$ cat src/rtl/serial_word_buffer_if.sv
// Host and engine side signals of serial_word_buffer. The buffer uses the slave modport.
// The host/engine side uses the master modport.
interface serial_word_buffer_if #(
    parameter int unsigned DEPTH_LOG2 = 3
);
    logic [63:0]         host_tx_data;
    logic                host_tx_valid;
    logic                host_tx_ready;
    logic [63:0]         host_rx_data;
    logic                host_rx_valid;
    logic                host_rx_ready;
    logic [DEPTH_LOG2:0] tx_level;
    logic [DEPTH_LOG2:0] rx_level;
    logic [63:0]         uart_data_in;
    logic                uart_enable_write;
    logic                uart_busy_write;
    logic [63:0]         uart_data_out;
    logic                uart_data_avail;
    logic                uart_enable_read;

    modport slave (
        input  host_tx_data, host_tx_valid, host_rx_ready,
        input  uart_busy_write, uart_data_out, uart_data_avail,
        output host_tx_ready, host_rx_data, host_rx_valid, tx_level, rx_level,
        output uart_data_in, uart_enable_write, uart_enable_read
    );

    modport master (
        output host_tx_data, host_tx_valid, host_rx_ready,
        output uart_busy_write, uart_data_out, uart_data_avail,
        input  host_tx_ready, host_rx_data, host_rx_valid, tx_level, rx_level,
        input  uart_data_in, uart_enable_write, uart_enable_read
    );
endinterface

$ cat src/rtl/serial_word_buffer.sv
// TX and RX word FIFOs between the host channel and the uart64 word engine.
// Each FIFO is serviced on the engine side by its own small handshake FSM.
module serial_word_buffer #(
    parameter int unsigned DEPTH_LOG2 = 3
) (
    input logic                 clk,
    input logic                 rst,
    serial_word_buffer_if.slave bus
);
    localparam int unsigned DEPTH = 1 << DEPTH_LOG2;
    localparam int unsigned LW    = DEPTH_LOG2 + 1;

    typedef logic [DEPTH_LOG2-1:0] ptr_t;
    typedef logic [LW-1:0]         lvl_t;

    localparam lvl_t FULL = lvl_t'(DEPTH);

    typedef enum logic [1:0] {TxIdle, TxIssue, TxArm, TxBusy} tx_state_e;
    typedef enum logic {RxIdle, RxDrain} rx_state_e;

    tx_state_e   tx_state_q;
    rx_state_e   rx_state_q;

    logic [63:0] tx_mem [DEPTH];
    ptr_t        tx_wr_q;
    ptr_t        tx_rd_q;
    lvl_t        tx_level_q;
    lvl_t        tx_level_d;
    logic        tx_ready_q;
    logic        tx_push;
    logic        tx_pop;
    logic [63:0] uart_data_q;
    logic        enable_write_q;

    logic [63:0] rx_mem [DEPTH];
    ptr_t        rx_wr_q;
    ptr_t        rx_rd_q;
    ptr_t        rx_rd_next;
    lvl_t        rx_level_q;
    lvl_t        rx_level_d;
    logic        rx_valid_q;
    logic [63:0] rx_data_q;
    logic        rx_write;
    logic        rx_pop;
    logic        enable_read_q;

    // ---------------------------------------------------------------- TX side
    assign tx_push = bus.host_tx_valid && tx_ready_q;
    assign tx_pop  = (tx_state_q == TxIdle) && (tx_level_q != '0);

    always_comb begin
        tx_level_d = tx_level_q;
        case ({tx_push, tx_pop})
            2'b10:   tx_level_d = tx_level_q + 1'b1;
            2'b01:   tx_level_d = tx_level_q - 1'b1;
            default: tx_level_d = tx_level_q;
        endcase
    end

    always_ff @(posedge clk or negedge rst) begin
        if (!rst) begin
            tx_wr_q    <= '0;
            tx_rd_q    <= '0;
            tx_level_q <= '0;
            tx_ready_q <= 1'b1;
        end else begin
            if (tx_push) tx_wr_q <= tx_wr_q + 1'b1;
            if (tx_pop)  tx_rd_q <= tx_rd_q + 1'b1;
            tx_level_q <= tx_level_d;
            tx_ready_q <= (tx_level_d != FULL);
        end
    end

    always_ff @(posedge clk) begin
        if (tx_push) tx_mem[tx_wr_q] <= bus.host_tx_data;
    end

    // busy_write lags the strobe by two cycles, so TxArm waits for it to rise
    // before TxBusy can trust a low level as "done".
    always_ff @(posedge clk or negedge rst) begin
        if (!rst) begin
            tx_state_q     <= TxIdle;
            uart_data_q    <= '0;
            enable_write_q <= 1'b0;
        end else begin
            enable_write_q <= 1'b0;
            case (tx_state_q)
                TxIdle: begin
                    if (tx_level_q != '0) begin
                        uart_data_q    <= tx_mem[tx_rd_q];
                        enable_write_q <= 1'b1;
                        tx_state_q     <= TxIssue;
                    end
                end
                TxIssue: tx_state_q <= TxArm;
                TxArm: begin
                    if (bus.uart_busy_write) tx_state_q <= TxBusy;
                end
                TxBusy: begin
                    if (!bus.uart_busy_write) tx_state_q <= TxIdle;
                end
                default: tx_state_q <= TxIdle;
            endcase
        end
    end

    // ---------------------------------------------------------------- RX side
    assign rx_write   = (rx_state_q == RxIdle) && bus.uart_data_avail && (rx_level_q != FULL);
    assign rx_pop     = rx_valid_q && bus.host_rx_ready;
    assign rx_rd_next = rx_rd_q + 1'b1;

    always_comb begin
        rx_level_d = rx_level_q;
        case ({rx_write, rx_pop})
            2'b10:   rx_level_d = rx_level_q + 1'b1;
            2'b01:   rx_level_d = rx_level_q - 1'b1;
            default: rx_level_d = rx_level_q;
        endcase
    end

    always_ff @(posedge clk or negedge rst) begin
        if (!rst) begin
            rx_wr_q    <= '0;
            rx_rd_q    <= '0;
            rx_level_q <= '0;
        end else begin
            if (rx_write) rx_wr_q <= rx_wr_q + 1'b1;
            if (rx_pop)   rx_rd_q <= rx_rd_next;
            rx_level_q <= rx_level_d;
        end
    end

    always_ff @(posedge clk) begin
        if (rx_write) rx_mem[rx_wr_q] <= bus.uart_data_out;
    end

    // The head register only looks at entries written on earlier edges, so a
    // word landing in an empty FIFO shows up one cycle after its write.
    always_ff @(posedge clk or negedge rst) begin
        if (!rst) begin
            rx_valid_q <= 1'b0;
            rx_data_q  <= '0;
        end else if (rx_pop) begin
            rx_valid_q <= (rx_level_q > lvl_t'(1));
            if (rx_level_q > lvl_t'(1)) rx_data_q <= rx_mem[rx_rd_next];
        end else begin
            rx_valid_q <= (rx_level_q != '0);
            if (rx_level_q != '0) rx_data_q <= rx_mem[rx_rd_q];
        end
    end

    // data_avail stays high for two cycles after the acknowledge; RxDrain
    // keeps the same word from being captured twice.
    always_ff @(posedge clk or negedge rst) begin
        if (!rst) begin
            rx_state_q    <= RxIdle;
            enable_read_q <= 1'b0;
        end else begin
            enable_read_q <= 1'b0;
            case (rx_state_q)
                RxIdle: begin
                    if (rx_write) begin
                        enable_read_q <= 1'b1;
                        rx_state_q    <= RxDrain;
                    end
                end
                RxDrain: begin
                    if (!bus.uart_data_avail) rx_state_q <= RxIdle;
                end
                default: rx_state_q <= RxIdle;
            endcase
        end
    end

    assign bus.host_tx_ready     = tx_ready_q;
    assign bus.tx_level          = tx_level_q;
    assign bus.uart_data_in      = uart_data_q;
    assign bus.uart_enable_write = enable_write_q;
    assign bus.host_rx_valid     = rx_valid_q;
    assign bus.host_rx_data      = rx_data_q;
    assign bus.rx_level          = rx_level_q;
    assign bus.uart_enable_read  = enable_read_q;
endmodule
$ cat src/flat_wrapper.sv
// flat-port wrapper written by rule: the top's interface ports become plain ports
module serial_word_buffer_flat 
#(
    parameter int unsigned DEPTH_LOG2 = 3
)
  (clk, rst, bus_host_tx_data, bus_host_tx_valid, bus_host_rx_ready, bus_uart_busy_write, bus_uart_data_out, bus_uart_data_avail, bus_host_tx_ready, bus_host_rx_data, bus_host_rx_valid, bus_tx_level, bus_rx_level, bus_uart_data_in, bus_uart_enable_write, bus_uart_enable_read);
  serial_word_buffer_if #(.DEPTH_LOG2(DEPTH_LOG2)) bus_i ();
  input logic clk;
  input logic rst;
  input wire logic [$bits(bus_i.host_tx_data)-1:0] bus_host_tx_data;
  input wire logic [$bits(bus_i.host_tx_valid)-1:0] bus_host_tx_valid;
  input wire logic [$bits(bus_i.host_rx_ready)-1:0] bus_host_rx_ready;
  input wire logic [$bits(bus_i.uart_busy_write)-1:0] bus_uart_busy_write;
  input wire logic [$bits(bus_i.uart_data_out)-1:0] bus_uart_data_out;
  input wire logic [$bits(bus_i.uart_data_avail)-1:0] bus_uart_data_avail;
  output wire logic [$bits(bus_i.host_tx_ready)-1:0] bus_host_tx_ready;
  output wire logic [$bits(bus_i.host_rx_data)-1:0] bus_host_rx_data;
  output wire logic [$bits(bus_i.host_rx_valid)-1:0] bus_host_rx_valid;
  output wire logic [$bits(bus_i.tx_level)-1:0] bus_tx_level;
  output wire logic [$bits(bus_i.rx_level)-1:0] bus_rx_level;
  output wire logic [$bits(bus_i.uart_data_in)-1:0] bus_uart_data_in;
  output wire logic [$bits(bus_i.uart_enable_write)-1:0] bus_uart_enable_write;
  output wire logic [$bits(bus_i.uart_enable_read)-1:0] bus_uart_enable_read;
  assign bus_i.host_tx_data = bus_host_tx_data;
  assign bus_i.host_tx_valid = bus_host_tx_valid;
  assign bus_i.host_rx_ready = bus_host_rx_ready;
  assign bus_i.uart_busy_write = bus_uart_busy_write;
  assign bus_i.uart_data_out = bus_uart_data_out;
  assign bus_i.uart_data_avail = bus_uart_data_avail;
  assign bus_host_tx_ready = bus_i.host_tx_ready;
  assign bus_host_rx_data = bus_i.host_rx_data;
  assign bus_host_rx_valid = bus_i.host_rx_valid;
  assign bus_tx_level = bus_i.tx_level;
  assign bus_rx_level = bus_i.rx_level;
  assign bus_uart_data_in = bus_i.uart_data_in;
  assign bus_uart_enable_write = bus_i.uart_enable_write;
  assign bus_uart_enable_read = bus_i.uart_enable_read;
  serial_word_buffer #(.DEPTH_LOG2(DEPTH_LOG2)) u_core (.clk(clk), .rst(rst), .bus(bus_i));
endmodule
$ cat config.mk
export PLATFORM = sky130hd
export DESIGN_NAME = serial_word_buffer_flat
export DESIGN_NICKNAME = d
export VERILOG_FILES = /design/src/rtl/serial_word_buffer_if.sv /design/src/rtl/serial_word_buffer.sv /design/src/flat_wrapper.sv
export SDC_FILE = /design/constraint.sdc
export NUM_CORES = 2
export LEC_CHECK = 0
export ABC_AREA = 1
export BUFFER_PORTS_ARGS = -buffer_cell sky130_fd_sc_hd__buf_2
export CORE_ASPECT_RATIO = 1.5
export CORE_MARGIN = 2
export CORE_UTILIZATION = 30
export CTS_BUF_LIST = sky130_fd_sc_hd__clkbuf_8
export CTS_CLUSTER_SIZE = 24
export DETAILED_ROUTE_END_ITERATION = 10
export GPL_TIMING_DRIVEN = 1
export HOLD_SLACK_MARGIN = 0.03
export MAX_ROUTING_LAYER = met4
export PLACE_DENSITY_LB_ADDON = 0.2
export SLEW_MARGIN = 20
export SYNTH_ARGS = -nofsm -noshare
export SYNTH_HDL_FRONTEND = slang
export SYNTH_SLANG_ARGS = --single-unit
$ cat constraint.sdc
create_clock -name clk -period 5.4 [get_ports clk]
set_clock_uncertainty 0.15 [all_clocks]
set_input_delay 0.27 -clock clk [delete_from_list [all_inputs] [get_ports clk]]
set_output_delay 0.27 -clock clk [all_outputs]
set_load 0.01 [all_outputs]
Word level (Yosys, flattened, before mapping)
Memories as Yosys holds them, arrays and structs flattened. A register that Yosys moved wholly into a read port is not among the register bits.
Cells that the tools add are included.
{"block": "word_totals", "regBits": 91, "memories": 2, "out_inout_bits": 140, "elab_cells": 71, "ram_bits": 1024, "inputBits": 134}
{"block": "classes", "bitwise": 1, "mux": 19, "n_lt_le_gt_ge": 1, "reduce_logical": 14, "addsub": 8, "eq_ne": 13}
{"memory": "u_core.rx_mem", "words": 8, "width": 64, "rd": 2, "rd_ports_with_merged_regs": 0, "write_ports": 1, "line_no": "serial_word_buffer.sv:35", "text": "logic [63:0] rx_mem [DEPTH];"}
{"memory": "u_core.tx_mem", "words": 8, "width": 64, "rd": 1, "rd_ports_with_merged_regs": 1, "write_ports": 1, "line_no": "serial_word_buffer.sv:24", "text": "logic [63:0] tx_mem [DEPTH];"}
{"cell": "64-bit 2-to-1 mux", "count": 3}
{"cell": "4-bit one-hot mux with 2 select lines", "count": 2}
{"cell": "3-bit by 1-bit adder with 3-bit output, second input constant", "count": 4}
{"cell": "1-bit 2-to-1 mux", "count": 9}
{"cell": "4-bit by 1-bit adder with 4-bit output, second input constant", "count": 2}
{"cell": "2-bit equality test, second input constant", "count": 4}
{"cell": "2-bit inequality test, second input constant", "count": 4}
{"cell": "4-bit inequality test, second input constant", "count": 2}
{"cell": "2-bit one-hot mux with 4 select lines", "count": 1}
{"cell": "4-bit nonzero test", "count": 2}
{"cell": "4-bit by 1-bit subtractor with 4-bit output, second input constant", "count": 2}
{"cell": "2-bit by 1-bit equality test with 1-bit output, second input constant", "count": 3}
{"cell": "2-bit 2-to-1 mux", "count": 3}
{"cell": "1-bit logical AND", "count": 5}
{"cell": "4-bit by 1-bit greater-than comparator with 1-bit output, second input constant", "count": 1}
{"cell": "2-bit AND reduction", "count": 2}
{"cell": "2-bit nonzero test", "count": 2}
{"cell": "3-bit AND reduction", "count": 1}
{"cell": "2-bit zero test", "count": 1}
{"cell": "1-bit one-hot mux with 2 select lines", "count": 1}
{"cell": "1-bit zero test", "count": 1}
{"cell": "1-bit inverter", "count": 1}

Depth between registers and ports, before layout
{"block": "logic_depth", "depth_word": 5, "depth_mapped": 14, "depth_no_buf": 14}

Least setup slack after synthesis
No wires, ideal clock.
{"block": "synth_path", "path_type": "reg2reg", "from": "register u_core.rx_level_q[0], in the netlist u_core.bus.rx_level[0]", "to": "memory u_core.rx_mem[0][0], enable pin", "setup_slack_ps": 563, "synth_period_minus_slack_ps": 4837, "t_required_ps": 4764, "stages_incl_launch_ff": 9, "path_buffers": 0, "arrival_ps": 4201, "cell_sequence": "dfrtp_1 -> inv_1 -> ha_1 -> nand2_1 -> nor2_1 -> nor3_2 -> inv_1 -> or2_2 -> nor2_1"}
{"block": "synth_between", "elab_chain_cells": 4}
{"element": "start, declared", "line_no": "serial_word_buffer.sv:39", "text": "lvl_t rx_level_q;"}
{"element": "start signal, assigned", "line_no": "serial_word_buffer.sv:129", "text": "rx_level_q <= rx_level_d;"}
{"element": "4-bit inequality test", "line_no": "serial_word_buffer.sv:108", "text": "assign rx_write = (rx_state_q == RxIdle) && bus.uart_data_avail && (rx_level_q != FULL);"}
{"element": "1-bit logical AND", "line_no": "serial_word_buffer.sv:108"}
{"element": "1-bit 2-to-1 mux", "line_no": "serial_word_buffer.sv:134", "text": "if (rx_write) rx_mem[rx_wr_q] <= bus.uart_data_out;"}
{"element": "1-bit 2-to-1 mux (not written as such)", "line_no": "serial_word_buffer.sv:134"}
{"element": "end, declared", "line_no": "serial_word_buffer.sv:35"}
Every way passes these cells.

Worst setup path in the final report
{"block": "layout_path", "from": "register u_core.rx_level_q[0], in the netlist u_core.bus.rx_level[0]", "to": "memory u_core.rx_mem[0][6], enable pin"}
Same word-level chain as after synthesis.

==> metrics.md <==
| Metric | Value |
|---|---|
| Status | finished clean |
| Via count | ~36000 |
| Clk_lat worst skew | 0.91 ns |
| FFs w/ async S/R, synth | 13.1% |
| Endpoints failing hold | 0 |
| Starting density of the core | 30.2% |
| Worst Tran Pin Value | 1.09 ns |
| Final Critical Period | 3.33 ns |
| Pwr per Cell Area | 553 nW/um^2 |
| Depth of the CTS H-tree | 4 |
| RePlAce Congestion | roughly 0.76 |
| Multi-input logic area | 13500 um^2 |
| Top-Level Pins | 274 |
| Final net count | 4861 |
| Vias per cell | 5.03 |
| Reg clk slew, reported paths | 0.06 ns |
| WHS | 0.115 ns |
| Syn_area_per_cell | 11.7 um^2 |
| 1st-iter DRT viols | 2279 |
| Layout cells sized above 1 | 14.0% |
| Synth-to-layout area growth | 19.6% |
| PortBufs | 273 |
| Reg area | roughly 35000 um^2 |
| Maximum vdd drop | 0.670 mV |
| Clock tree buffer depth | 3 |
| GRT Overall Usage | a little under a fifth |
| Synth cell types | 38 |
| Critical R2R Capture | u_core.rx_mem[0][6]$_DFFE_PP_ |
| Hold Path End | u_core.rx_mem[6][46]$_DFFE_PP_ |
| Die height | 504 um |
| Post-synthesis sequential area ratio | 69.3% |
| Post-CTS Setup Bufs | 0 |
| Syn nets | 4408 |
| Largest net degree at the start of global routing | 231 |
| CTS tree | yes |
| RSZ-0062 raised after global routing | no |
| YS warnings | 0 |
| Clock sink count | between 1000 and 1500 |
| Synth top area cells | edfxtp_1, o21ai_0, dfrtp_1 |
| Critical Path RT | 5.84 ns |
| DR pass1 iterations | 5 |
| Cts hold-fix bufs | 245 |
| Post_cts resized | 0 |
| #FFs+latches synth | around 1200 |
| Filler cells | about 16000 |
| EDFF count, synth | between 1000 and 1500 |
| Max_slew headroom | 27.2% |
| Fmax | 300 MHz |
| Worst hold-check path type | input port to flip-flop |
| Crit path DAT | 3.78 ns |
| Global-route wire length before repair | approximately 230000 um |
| DRC | 0 |
| Count leader, synth | edfxtp_1 |
| Die W | ~340 um |
| Hold Crit Depth | 2 |
| Fin crit share | 61.7% |
| Setup TNS | 0 ns |
| Top_reg_cell synth | edfxtp_1 |
| Core area | 166000 um^2 |
| Min-Delay Startpoint | bus_uart_data_out[46] |
| Synth area leader | edfxtp_1 |
| Remaining global-route overflow | 0 |
| Root buf cell | clkbuf_8 |
| CTS Buf Count | 187 |
| Crit-path max FO | 20 |
| Routed Antenna Nets | 0 |
| Share of the synthesized area in the top cell type | 61.6% |
| Synthesized cell area | 49900 um^2 |
| Antenna violations before repair | 29 |
| Leak Pwr | 20.8 nW |
| Synth cell count leaders | edfxtp_1, o21ai_0, nor2_1 |
| Flop2flop setup slack | 2.07 ns |
| Worst Setup Start Kind | flip-flop |
| Mapped Cells | approximately 4300 |
| # rows | 183 |
| Final setup fails | 0 |
| Critical path type | flip-flop to flip-flop |
| Detailed placement HPWL | 81200 um |
| Routed len/inst | 21.4 um |
| Worst-case reg-to-reg path depth | 9 |
| RR Startpoint | u_core.bus.rx_level[0]$_DFFE_PN0P_ |
| Max Slew Vio Count | 0 |
| Routed Wire Length | ~150000 um |
| Worst Setup End Kind | flip-flop |
| Number of global-route vias before repair | 36500 |
| Die area | ~170000 um^2 |
| Maxcap violations | 0 |
==> layout make-up <==
| class | instances | area share, % |
|---|---|---|
| Antenna cell | 28 | 0.117 |
| Clock buffer | 212 | 4.88 |
| Clock inverter | 142 | 1.29 |
| Inverter | 116 | 0.768 |
| Multi-Input combinational cell | 2646 | 22.5 |
| Sequential cell | 1179 | 58.0 |
| Tap cell | 2220 | 4.65 |
| Timing Repair Buffer | 583 | 7.78 |
==> per-stage QoR <==
stage	power, mW	cells	util [%]	area [um^2]	worst slack (ns)
after detailed placement	25.7	6499	32.3	53500	2.04
after CTS	33.5	7098	36.1	59700	2.02
after global routing	35.3	7125	36.1	59800	1.85
final	33.0	7126	36.1	59800	2.07
after floorplan	21.3	4260	-	49900	0.563
after global placement	25.6	6499	32.3	53500	2.05
==> worst max-delay path by stage <==
stage | from | end | cells past startpoint
4_1_cts | u_core.bus.rx_level[0]$_DFFE_PN0P_ | u_core.rx_mem[0][43]$_DFFE_PP_ | 9
3_3_place_gp | u_core.bus.rx_level[0]$_DFFE_PN0P_ | u_core.rx_mem[0][43]$_DFFE_PP_ | 9
5_1_grt | u_core.bus.rx_level[0]$_DFFE_PN0P_ | u_core.rx_mem[0][6]$_DFFE_PP_ | 9
3_5_place_dp | u_core.bus.rx_level[0]$_DFFE_PN0P_ | u_core.rx_mem[0][43]$_DFFE_PP_ | 9
2_1_floorplan | u_core.bus.rx_level[0]$_DFFE_PN0P_ | u_core.rx_mem[0][0]$_DFFE_PP_ | 8
6_report | u_core.bus.rx_level[0]$_DFFE_PN0P_ | u_core.rx_mem[0][6]$_DFFE_PP_ | 9
==> registers in the layout (all words and copies together), names as in the netlist <==
signal                        flops
u_core.bus.rx_level               4
u_core.rx_mem                   512
u_core.bus.uart_data_in          64
u_core.bus.host_rx_valid          1
u_core.rx_rd_q                    3
u_core.bus.tx_level               4
u_core.bus.uart_enable_read       1
u_core.tx_state_q                 2
u_core.tx_wr_q                    3
u_core.rx_wr_q                    3
u_core.tx_mem                   512
u_core.bus.uart_enable_write      1
u_core.bus.host_rx_data          64
u_core.bus.host_tx_ready          1
u_core.rx_state_q                 1
u_core.tx_rd_q                    3
==> critical path: stages, from the launching register on <==
cell and delay (ns):
dfrtp_1 0.44, inv_1 0.11, ha_1 0.22, nand2_1 0.06
nor2_1 0.04, nor3_2 0.27, inv_1 0.14, or2_2 0.40
nor2_4 0.76, buf_4 0.40
==> report_power, final <==
part	switching [mW]	internal [mW]	leakage, nW	total, mW
sequential	0.906	11.5	11.1	12.4
clock	3.66	3.81	2.22	7.47
combinational	9.02	4.11	7.47	13.1
==> placed cells by master, fill, tap and decap left out, types with 4 or more instances in the layout <==
| cell | netlist | layout |
|---|---|---|
| clkinv_1 | 1 | 17 |
| o221ai_1 | 110 | 110 |
| o21ai_0 | 808 | 808 |
| nand3_1 | 66 | 66 |
| xnor2_1 | 4 | 4 |
| a21oi_1 | 210 | 210 |
| bufinv_16 | 0 | 4 |
| edfxtp_1 | 1024 | 1024 |
| clkinvlp_4 | 0 | 4 |
| inv_1 | 107 | 195 |
| a41oi_2 | 53 | 53 |
| ha_1 | 14 | 13 |
| buf_12 | 1 | 25 |
| clkinv_8 | 0 | 4 |
| a41oi_1 | 11 | 11 |
| buf_2 | 73 | 272 |
| dfrtp_1 | 154 | 149 |
| nor2_4 | 1 | 19 |
| diode_2 | 0 | 28 |
| dlygate4sd3_1 | 0 | 244 |
| nand2_1 | 405 | 403 |
| xor2_1 | 8 | 8 |
| o22ai_1 | 146 | 146 |
| inv_6 | 0 | 6 |
| buf_4 | 27 | 40 |
| nor2_1 | 727 | 710 |
| o21ai_1 | 46 | 46 |
| clkinv_2 | 0 | 21 |
| clkbuf_8 | 0 | 212 |
| dfrtp_4 | 0 | 4 |
| o211ai_1 | 26 | 26 |
==> metal layers <==
| layer | GRT usage [%] | part of all wire (%) |
|---|---|---|
| met1 | 21.1 | 41 |
| met4 | 6.46 | 2.8 |
| met3 | 4.13 | 6.6 |
| met2 | 30.7 | 50 |
| met5 | - | 0 |
==> kinds of logic after synthesis <==
family,share of synthesized area [%]
xor gates and xnor gates,0.210
and+or+nand+nor,9.31
AOI/OAI and AO/OA,16.7
buffers and inverters,4.04
muxes,0.0200
DFF,69.3
adders and majority gates,0.351
Power figures use the tool's default switching activity.
